===== src/rtl/sync_sdp_ram_if.sv =====
// Port bundle for sync_sdp_ram: one write channel and one read channel.
// The master drives requests; the slave (the RAM) returns registered read data.
interface sync_sdp_ram_if #(
  parameter int ADDR_WIDTH = 5,
  parameter int DATA_WIDTH = 16
);
  logic [ADDR_WIDTH-1:0] s_write_addr;
  logic                  s_write_req;
  logic [DATA_WIDTH-1:0] s_write_data;
  logic [ADDR_WIDTH-1:0] s_read_addr;
  logic                  s_read_req;
  logic [DATA_WIDTH-1:0] s_read_data;

  modport master (
    output s_write_addr,
    output s_write_req,
    output s_write_data,
    output s_read_addr,
    output s_read_req,
    input  s_read_data
  );

  modport slave (
    input  s_write_addr,
    input  s_write_req,
    input  s_write_data,
    input  s_read_addr,
    input  s_read_req,
    output s_read_data
  );
endinterface


===== src/rtl/sync_sdp_ram.sv =====
// Simple dual-port RAM: one write and one read per cycle, read-first, 1-cycle registered read.
// Define RAM_RESET_CLEAR_EN to also clear the whole array while reset is held low.
module sync_sdp_ram #(
  parameter int ADDR_WIDTH = 5,
  parameter int DATA_WIDTH = 16
) (
  input  logic           clk,
  input  logic           reset,
  sync_sdp_ram_if.slave  bus
);
  localparam int DEPTH = 1 << ADDR_WIDTH;

  logic [DATA_WIDTH-1:0] r_mem [DEPTH];
  logic [DATA_WIDTH-1:0] r_read_data;

  // Read samples the array before this edge's write lands, giving read-first behaviour.
  always_ff @(posedge clk) begin
    if (!reset) begin
      r_read_data <= '0;
    end else if (bus.s_read_req) begin
      r_read_data <= r_mem[bus.s_read_addr];
    end
  end

`ifdef RAM_RESET_CLEAR_EN
  always_ff @(posedge clk) begin
    if (!reset) begin
      for (int i = 0; i < DEPTH; i++) begin
        r_mem[i] <= '0;
      end
    end else if (bus.s_write_req) begin
      r_mem[bus.s_write_addr] <= bus.s_write_data;
    end
  end
`else
  always_ff @(posedge clk) begin
    if (reset && bus.s_write_req) begin
      r_mem[bus.s_write_addr] <= bus.s_write_data;
    end
  end
`endif

  assign bus.s_read_data = r_read_data;
endmodule


===== src/flat_wrapper.sv =====
// flat-port wrapper written by rule: the top's interface ports become plain ports
module sync_sdp_ram_flat 
#(
  parameter int ADDR_WIDTH = 5,
  parameter int DATA_WIDTH = 16
)
  (clk, reset, bus_s_write_addr, bus_s_write_req, bus_s_write_data, bus_s_read_addr, bus_s_read_req, bus_s_read_data);
  sync_sdp_ram_if #(.ADDR_WIDTH(ADDR_WIDTH), .DATA_WIDTH(DATA_WIDTH)) bus_i ();
  input  logic clk;
  input  logic reset;
  input wire logic [$bits(bus_i.s_write_addr)-1:0] bus_s_write_addr;
  input wire logic [$bits(bus_i.s_write_req)-1:0] bus_s_write_req;
  input wire logic [$bits(bus_i.s_write_data)-1:0] bus_s_write_data;
  input wire logic [$bits(bus_i.s_read_addr)-1:0] bus_s_read_addr;
  input wire logic [$bits(bus_i.s_read_req)-1:0] bus_s_read_req;
  output wire logic [$bits(bus_i.s_read_data)-1:0] bus_s_read_data;
  assign bus_i.s_write_addr = bus_s_write_addr;
  assign bus_i.s_write_req = bus_s_write_req;
  assign bus_i.s_write_data = bus_s_write_data;
  assign bus_i.s_read_addr = bus_s_read_addr;
  assign bus_i.s_read_req = bus_s_read_req;
  assign bus_s_read_data = bus_i.s_read_data;
  sync_sdp_ram #(.ADDR_WIDTH(ADDR_WIDTH), .DATA_WIDTH(DATA_WIDTH)) u_core (.clk(clk), .reset(reset), .bus(bus_i));
endmodule

===== config.mk =====
export PLATFORM = sky130hd
export DESIGN_NAME = sync_sdp_ram_flat
export DESIGN_NICKNAME = d
export VERILOG_FILES = /design/src/rtl/sync_sdp_ram_if.sv /design/src/rtl/sync_sdp_ram.sv /design/src/flat_wrapper.sv
export SDC_FILE = /design/constraint.sdc
export NUM_CORES = 1
export LEC_CHECK = 0
export CORE_UTILIZATION = 45
export CTS_CLUSTER_SIZE = 30
export DETAILED_ROUTE_END_ITERATION = 10
export PLACE_DENSITY = 0.7
export SETUP_SLACK_MARGIN = 0.02
export SYNTH_ARGS = -nofsm -noshare
export SYNTH_HDL_FRONTEND = slang
export SYNTH_SLANG_ARGS = --single-unit

===== constraint.sdc =====
create_clock -name clk -period 3.1 [get_ports clk]
set_input_delay 0.62 -clock clk [delete_from_list [all_inputs] [get_ports clk]]
set_output_delay 0.62 -clock clk [all_outputs]
set_load 0.05 [all_outputs]

==> run summary <==
The flow ran to the end, and the final reports show no timing, DRC or antenna violations. For the worst clock skew, the log shows 0.0175 ns. The portion of total power attributed to sequential cells came out at 0.537. The worst hold path terminates at u_core.bus.s_read_data[0]$_SDFFE_PN0P_. The total count of max-transition violations in the final report was 0; the number of synthesized flops with an enable pin was 512. Max-cap violations in this run came to 0.

In this run the remaining antenna-violating nets after routing total 0. The die covers 0.0464 mm2. The number of fill cells was 3508. For this design the static power due to leakage is 0.00824 uW. The ratio of cells with drive above 1 in the final layout was 0.138; the worst hold slack across all endpoints was 0.556 ns. The minimum clock period after layout came out at 2.62 ns.

The logs give 0 for the total of endpoints with negative setup slack in the final report and 0 for the count of inserted antenna diode cells. The final layout contains 1297 nets. Worst supply voltage drop on vdd: 0.388 mV.

By instance count, the cell type seen most on the critical path is sky130_fd_sc_hd__a21oi_1. The synthesized netlist occupies a cell area of 0.0205 mm2. The setup slack of the most critical reg-to-reg path came out at 1.24 ns. Clock transition at the registers of the reported paths: 0.06 ns. The synthesized instance count was 1148; the share of the synthesized area in the top cell type was 0.749. In this run the count of I/O pins placed on the die edge is 46.

At the later pin of the worst-skew pair, clock insertion delay measures 0.57 ns. The worst register-to-register path begins at u_core.r_mem[5][1]$_DFFE_PP_. The total global routing overflow is 0, and the placer congestion estimate is 0.834. The switching fraction of total power came out at 0.212. STA puts the critical path data arrival time at 3.12 ns. The launching element type of the critical path is a primary input.

Summing all multi-input logic gate instances after layout gives 0.00442 mm2. For this design, the slowest cell found on the critical path is sky130_fd_sc_hd__clkdlybuf4s50_1. After synthesis, the netlist uses 25 different library cells. The combinational share of power was 0.059.

The tools report the startpoint of the lowest-slack hold path as u_core.bus.s_read_data[0]$_SDFFE_PN0P_. The most used flip-flop cell after synthesis is sky130_fd_sc_hd__edfxtp_1. The first detailed-routing pass took 5 iterations.

The max-slew headroom at the worst pin is 0.410. TritonCTS built the clock tree. The global routing usage summed across all routing layers was 0.212; the highest clock rate was 382 MHz. The async set-or-reset flop fraction in the synthesized netlist was 0; the maximum cell stage delay along the critical path was 0.57 ns. Setup repair after global routing left no endpoint under its margin. The vertical die dimension works out to 216 um.

The run gives 0 ns as the sum of negative setup slack. The first global-routing pass estimated 72000 um of wire. The internal cell power came out at 11600 uW.

The portion of the post-synthesis area used by sequential elements was 0.765. The startpoint-to-endpoint class of the critical path was in -> reg. The run gives 0 as the final-report hold violation count.

In this run the power density over the cells is 620 mW/mm2. For this design, the CTS-stage hold fixing added 0 buffers. The via count of the first global-routing pass was 11000; the number of DRC markers after the initial detailed-route iteration was 1234.

The number of flip-flops and latches in the synthesized netlist works out to 528. For the count of warnings emitted by yosys, the log shows 0. In this run the number of H-tree levels came out at 2. The remaining design rule violation count was 0.

CTS saw 528 sinks. In this run the tool buffered the top-level ports with 45 buffer cells. Transition time of the tightest slew-check pin: 0.883 ns.

By count the netlist is led by 512 x sky130_fd_sc_hd__edfxtp_1, 256 x sky130_fd_sc_hd__mux2i_1, 128 x sky130_fd_sc_hd__a22oi_1. The startpoint of the worst setup timing path was bus_s_read_addr[2]. The data required time at the worst endpoint was 3.60 ns; the per-cell routed wire length was 26.1 um. The run gives 0 as the post-cts repair resize count. The area growth from synthesis to layout is 15.8%.

The ratio of routed vias to standard cells was 5.78; the total nets after synthesis was 1178. The total vias in the final route was 11000; the cell depth of the worst min-delay path was 2. The cell with the most instances after synthesis is sky130_fd_sc_hd__edfxtp_1. TritonCTS created 51 clock buffers.

Detailed placement ended at an HPWL of 30000 um. The library cell with the largest summed area after synthesis was sky130_fd_sc_hd__edfxtp_1. The run gives 0.403 as the part of the total power dissipated in the clock network. The number of antenna violations at the first check in global routing came out at 0.

In the post-synthesis netlist, the biggest area contributors are sky130_fd_sc_hd__edfxtp_1 75%, sky130_fd_sc_hd__mux2i_1 12%, sky130_fd_sc_hd__a22oi_1 4.7%. The buffer cell driving the clock tree root is sky130_fd_sc_hd__clkbuf_16. The tools report the number of placement rows as 77. The run gives 0.460 as the starting density of the core. Horizontal die dimension: 216 um. In the final layout, flip-flops and latches occupy 0.0157 mm2. Walking the worst path, the cells encountered are clkdlybuf4s50_1, and2_2, buf_4, a22oi_1, a21oi_1, or4_1, a21oi_1.

The worst-case reg-to-reg path depth is 6, and the switching power is 3130 uW. Once the clock tree was built, the setup fixing pass inserted 0 buffers. The longest clock path from root to sink contains 3 buffers. Entering global routing, the biggest net connects 65 pins. The floorplan step defined a core boundary enclosing 0.0446 mm2. The min-delay analysis places its worst path in the category reg -> reg. In this run the critical register-to-register path is captured at u_core.bus.s_read_data[1]$_SDFFE_PN0P_. Of all nets on the critical path, the largest fanout is 29. A synthesized cell averages 17.9 um2. Summed over all layers, the routed wires come to 49500 um.

STA classifies the critical path endpoint as a flip-flop. The share of the clock period used by the worst path came out at 0.844.
## routing by layer
metal  vias to the layer above  global-route usage  wire length (um)
met5                         -                   0                 0
li1                       4853                   -                 -
met2                       499               0.338             23400
met4                         0              0.0719              1390
met3                        78              0.0386              3940
met1                      5544               0.294             20800
## power by group through the flow
| stage | combinational (uW) | sequential [uW] | clock, uW |
|---|---|---|---|
| floorplan | 412 | 8120 | 0 |
| global placement | 856 | 8070 | 0 |
| detailed placement | 871 | 8070 | 0 |
| CTS | 873 | 7920 | 6010 |
| global route | 917 | 7920 | 6290 |
| finish | 873 | 7920 | 5950 |
## final cells by class
class,instances,share of cell area
sequential,528,0.660
multi-input combinational,551,0.186
clock buffer,68,0.0589
timing repair buffer,135,0.0550
tap,592,0.0312
clock inverter,25,0.00842
## metrics by stage
| step | setup slack [ns] | util | area (um2) | power (uW) | std cells |
|---|---|---|---|---|---|
| after detailed placement | 0.00119 | 0.497 | 22200 | 8940 | 1806 |
| after global placement | 0.0476 | 0.497 | 22200 | 8930 | 1806 |
| final | 0.483 | 0.533 | 23800 | 14700 | 1899 |
| after global routing | 0.384 | 0.533 | 23800 | 15100 | 1899 |
| after CTS | 0.554 | 0.533 | 23800 | 14800 | 1899 |
| after floorplan | 0.595 | - | 20500 | 8530 | 1148 |
## sequential cells by signal, indices dropped and copies added (netlist names)
register and cells:
u_core.bus.s_read_data 16, u_core.r_mem 512
## cells by family after synthesis
kind of cell / synth area share
AO/OA/AOI/OAI: 0.0703
multiplexers: 0.125
flip-flops: 0.765
buffers and inverters: 0.0215
AND/OR/NAND/NOR: 0.0184
## how the worst max path moves through the flow
stage,to,cells past startpoint
after global placement,u_core.bus.s_read_data[14]$_SDFFE_PN0P_,7
after CTS,bus_s_read_data[15],1
after floorplan,u_core.r_mem[12][0]$_DFFE_PP_,5
after detailed placement,u_core.bus.s_read_data[15]$_SDFFE_PN0P_,7
final,u_core.bus.s_read_data[14]$_SDFFE_PN0P_,7
after global routing,u_core.bus.s_read_data[14]$_SDFFE_PN0P_,7
## critical path: cells and delay by family
| kind | cells | cell delay (ns) |
|---|---|---|
| AO/OA/AOI/OAI | 3 | 0.70 |
| buffers and inverters | 2 | 0.85 |
| AND/OR/NAND/NOR | 2 | 0.92 |
## layout by cell type (no fill, tap or decap), types with 2 or more instances in the layout
master	netlist	final
sky130_fd_sc_hd__clkinv_1	0	7
sky130_fd_sc_hd__bufinv_16	0	3
sky130_fd_sc_hd__clkinvlp_4	0	2
sky130_fd_sc_hd__clkbuf_16	0	51
sky130_fd_sc_hd__nor2_2	0	7
sky130_fd_sc_hd__clkdlybuf4s50_1	0	44
sky130_fd_sc_hd__or3b_2	2	2
sky130_fd_sc_hd__buf_12	1	14
sky130_fd_sc_hd__a22oi_1	128	128
sky130_fd_sc_hd__edfxtp_1	512	512
sky130_fd_sc_hd__nor2_1	35	27
sky130_fd_sc_hd__a21oi_1	80	80
sky130_fd_sc_hd__clkbuf_8	0	6
sky130_fd_sc_hd__or4_1	16	16
sky130_fd_sc_hd__o21ai_0	16	16
sky130_fd_sc_hd__nor2b_4	0	2
sky130_fd_sc_hd__or3_1	2	2
sky130_fd_sc_hd__clkbuf_1	33	11
sky130_fd_sc_hd__nand3b_1	3	3
sky130_fd_sc_hd__clkinv_2	0	12
sky130_fd_sc_hd__nand2_1	4	4
sky130_fd_sc_hd__nand2b_1	2	2
sky130_fd_sc_hd__dfxtp_1	16	16
sky130_fd_sc_hd__buf_4	11	76
sky130_fd_sc_hd__mux2i_1	256	256
Power figures use the tool's default switching activity.
